### src/rtl/crc_pkg.sv
// Shared types and helpers for the serial CRC generator/checker pair.
package crc_pkg;

  // Widest LFSR the helpers support; narrower instances zero-extend into it.
  localparam int unsigned MAX_W      = 64;
  localparam int unsigned CRC_BITS_W = 7;

  typedef logic [MAX_W-1:0] word_t;

  typedef enum logic [1:0] {
    IDLE,
    DATA,
    CRC,
    DONE
  } state_t;

  // Low-order mask of n ones; n at or beyond MAX_W yields all ones.
  function automatic word_t crc_mask(input logic [CRC_BITS_W-1:0] n);
    word_t m;
    if (n >= CRC_BITS_W'(MAX_W)) begin
      m = '1;
    end else begin
      m = (word_t'(1) << n) - word_t'(1);
    end
    return m;
  endfunction

  // One MSB-first Galois step. The feedback tap position N-1 is the single
  // bit of mask that is not also set in mask >> 1, so N is not needed here.
  function automatic word_t galois_step(input word_t lfsr, input logic bit_in,
                                        input word_t taps, input word_t mask);
    word_t top;
    logic  fb;
    top = mask & ~(mask >> 1);
    fb  = (|(lfsr & top)) ^ bit_in;
    return ((lfsr << 1) & mask) ^ (fb ? (taps & mask) : '0);
  endfunction

endpackage

### src/rtl/crc_lfsr_core.sv
// Masked Galois LFSR register with load and shift, shared by generator and checker.
module crc_lfsr_core
  import crc_pkg::*;
#(
  parameter int unsigned WIDTH = 64
) (
  input  logic             clk,
  input  logic             rst_n,
  input  logic             load,
  input  logic             shift,
  input  logic [WIDTH-1:0] load_value,
  input  logic             bit_in,
  input  logic [WIDTH-1:0] taps,
  input  logic [WIDTH-1:0] mask,
  output logic [WIDTH-1:0] value
);

  logic [WIDTH-1:0] lfsr;
  word_t            stepped;

  // Next LFSR contents for an accepted bit.
  always_comb begin
    stepped = galois_step(word_t'(lfsr), bit_in, word_t'(taps), word_t'(mask));
  end

  // Load has priority over shift so a new frame always starts from the seed.
  always_ff @(posedge clk or negedge rst_n) begin
    if (!rst_n) begin
      lfsr <= '0;
    end else if (load) begin
      lfsr <= load_value;
    end else if (shift) begin
      lfsr <= stepped[WIDTH-1:0];
    end
  end

  assign value = lfsr & mask;

endmodule

### config.mk
export PLATFORM = sky130hd
export DESIGN_NAME = crc_lfsr_core
export DESIGN_NICKNAME = d
export VERILOG_FILES = /design/src/rtl/crc_pkg.sv /design/src/rtl/crc_lfsr_core.sv
export SDC_FILE = /design/constraint.sdc
export NUM_CORES = 1
export LEC_CHECK = 0
export BUFFER_PORTS_ARGS = -buffer_cell sky130_fd_sc_hd__buf_2
export CORE_MARGIN = 4
export CORE_UTILIZATION = 35
export DETAILED_ROUTE_END_ITERATION = 6
export PLACE_DENSITY = 0.64
export SKIP_LAST_GASP = 1
export SYNTH_ARGS = -nofsm -noshare
export SYNTH_HDL_FRONTEND = slang
export SYNTH_SLANG_ARGS = --single-unit
### constraint.sdc
create_clock -name clk -period 2.88 [get_ports clk]
set_clock_uncertainty 0.05 [all_clocks]
set_input_delay 0 -clock clk [delete_from_list [all_inputs] [get_ports clk]]
set_output_delay 0 -clock clk [all_outputs]
set_load 0.02 [all_outputs]
==> flow_metrics.py <==
metrics = {
    "setup_path": {
        "cp_max_fo": 75,
        "worstPathArrival_ns": 2.79,
        "r2r_start": "lfsr[26]",
        "cp-end-kind": "register",
        "crit_type": "register to register",
        "crit_start": "lfsr[26]",
        "startpoint_type": "register",
        "critPathRequiredTime_ns": 3.05,
    },
    "timing": {
        "finalSetupViolCount": 0,
        "tns_ns": 0,
        "fin_crit_sh": 0.9111,
        "maxSlewViolCount": 0,
        "min_period_ns": 2.624,
        "hold_slack_ns": 0.2875,
        "fmax_mhz": 381.1,
        "worst_slew_pin_slew_ns": 0.8861,
        "hold_viol": 0,
        "slew_headroom": 0.4092,
        "rsz0062_at_grt": "no",
    },
    "logic_synthesis": {
        "yosys-top-cells-area": "dfrtp_1 (30%), a221o_1 (12%), a41o_1 (12%)",
        "yosysTopAreaCell": "dfrtp_1",
        "synth_top_cell_area_share": 0.2977,
        "synth-edff-count": 0,
        "synth_seq_area_share": 0.2977,
        "synth_top_flop_cell": "dfrtp_1",
        "async_flop_share": 1.000,
        "ys_seq_elements": 64,
        "yosys-top-cells-count": "nand2_1 (80), dfrtp_1 (64), nor3b_1 (64)",
        "yosysMostFrequentCell": "nand2_1",
        "syn_inst": 582,
        "syn_nets": 779,
        "ys_types": 18,
        "ys_warn_count": 0,
        "avgSynthCellArea_sq_um": 9.242,
        "synth.cell_area_sq_um": 5379,
    },
    "drt": {
        "dr.pass1.iters": 5,
        "drt_iter0_markers": 612,
        "routed_wl_um": 25360,
        "final_antenna_net_count": 0,
        "wl_per_cell_um": 21.15,
        "drc_errors": 0,
        "vias": 7126,
        "viasPerCell": 5.943,
    },
    "cts": {
        "cts_root_buffer": "clkbuf_16",
        "clk-insertion-delay-late_ns": 0.33,
        "clock_sinks": 64,
        "htreeDepth": 3,
        "tritoncts": "yes",
        "clkSlewWorstSetupHoldPaths_ns": 0.06,
        "postCtsSetupBuffers": 0,
        "clk_path_buf_depth": 2,
        "numCtsBuffers": 9,
    },
    "status": {
        "status": "finished, final reports clean",
    },
    "layout": {
        "drive_gt1_frac": 0.2805,
        "regMostFlops": "lfsr",
        "largest_reg_flops": 64,
        "layout.nets": 1201,
        "top_regs": "lfsr: 64 flops",
        "final_util": 0.5988,
        "area_delta_synth_final_pct": 68.62,
    },
    "power": {
        "p_total_uw": 3259,
        "internal_power_uw": 2216,
        "p_sw_frac": 0.3200,
        "power_frac_comb": 0.338,
        "p_seq_frac": 0.335,
        "power_leakage_uw": 0.004614,
        "pwr-share-clk": 0.328,
        "peakVddDrop_mv": 0.2570,
        "switchingPower_uw": 1043,
        "power_density_nw_per_um2": 359.3,
    },
    "job": {
        "cap_viol_max_count": 0,
    },
    "place": {
        "hpwl_um": 16190,
        "gp_congestion": 0.8934,
        "port_buffers": 260,
    },
    "floorplan": {
        "coreArea_sq_um": 15150,
        "num_rows": 45,
        "pin_count": 261,
        "die_area_sq_um": 17420,
        "start_util": 0.3551,
        "die_h_um": 132.0,
        "dieWidth_um": 132.0,
    },
    "global_routing": {
        "grt_pass1_wl_um": 39560,
        "grt_max_degree": 128,
        "gr-usage-all-layers": 0.2812,
        "grt_pass1_vias": 7176,
        "overflow": 0,
        "antenna_found_initial": 1,
    },
    "worst_hold_path": {
        "hp-class": "input pin to async pin",
    },
}
-- kinds of logic (layout without fill, tap and decap cells) --
kind of cell           after synthesis  count (layout)  synth area share
flip-flops                          64              64            0.2977
XOR/XNOR                             1               1          0.003025
AO/OA/AOI/OAI                      142             142            0.2598
AND/OR/NAND/NOR                    311             311            0.3945
buffers and inverters               64             491           0.04489
other                                0               2                 0
-- power by group through the flow --
stage	Sequential (uW)	Clock (uW)	Combinational, uW
finish	1090	1070	1100
global route	1110	1130	1180
CTS	1090	1090	1080
detailed placement	1100	0	873
global placement	1100	0	875
floorplan	1070	0	499
-- worst max-delay path, stage by stage, from the launching register on --
cell and delay (ns):
dfrtp_1 0.42, nand3b_1 0.22, o2111ai_1 0.20, nor4_2 0.35, nand4_1 0.25, xor2_4 0.23, buf_12 0.22, a221o_1 0.33
a41o_1 0.21
-- per-stage QoR --
| stage | instance area (sq um) | worst slack [ns] | cells |
|---|---|---|---|
| floorplan | 5379 | 0.6010 | 582 |
| global placement | 6840 | 0.1270 | 988 |
| detailed placement | 6840 | 0.1359 | 988 |
| CTS | 9059 | 0.1313 | 1197 |
| global route | 9065 | 0.07475 | 1197 |
| finish | 9070 | 0.2561 | 1199 |
-- cell type report --
cell class | instances | area, sq um
Clock inverter | 2 | 12.51
Antenna cell | 2 | 5.005
Tap cell | 188 | 235.2
Fill cell | 1266 | 6076
Clock buffer | 14 | 274.0
Multi-Input combinational cell | 454 | 3561
Sequential cell | 64 | 1602
Timing Repair Buffer | 459 | 3321
Inverter | 16 | 60.06
-- repair_timing --
action,in CTS,in global routing
hold buffers,193,0
endpoints found under the setup margin,0,43
resized for setup,0,1
endpoints found under the hold margin,128,0
-- final timing paths --
kind | to | slack [ns] | cells past startpoint
hold / removal | lfsr[43] | 0.29 | 2
min in group clk | lfsr[0] | 0.30 | 5
hold reg to reg | lfsr[40] | 0.52 | 1
setup / recovery | lfsr[12] | 0.26 | 8
max in group asynchronous | lfsr[12] | 1.92 | 2
setup reg to reg | lfsr[12] | 0.26 | 8
-- cells in the final DEF, fill, tap and decap left out --
master | netlist | final
clkinvlp_4 | 0 | 1
nand3b_1 | 48 | 48
nor2b_4 | 0 | 1
clkbuf_1 | 44 | 2
dfrtp_1 | 64 | 64
nand2_1 | 80 | 80
clkbuf_8 | 0 | 3
a221o_1 | 63 | 63
and2_1 | 48 | 48
nor4_1 | 4 | 3
dlygate4sd3_1 | 0 | 193
buf_12 | 0 | 3
o2111ai_1 | 15 | 15
a41o_1 | 63 | 63
xor2_4 | 0 | 1
inv_1 | 16 | 16
buf_4 | 0 | 5
nor4_2 | 0 | 1
a21oi_1 | 1 | 1
clkbuf_16 | 0 | 9
nor3b_1 | 64 | 64
buf_2 | 1 | 258
clkinv_2 | 0 | 1
diode_2 | 0 | 2
nand4_1 | 3 | 3
and4b_1 | 63 | 63
-- layer usage --
layer  share of wire  vias up  global-route usage  wire length [um]
li1                -     3236                   -                 -
met1            0.42     3408              0.3613             10660
met2            0.46      392              0.4510             11600
met3           0.077       88             0.06069              1947
met4           0.045        2              0.1330              1144
met5         0.00032        -                   0                 8
(Power assumes the default switching activity.)
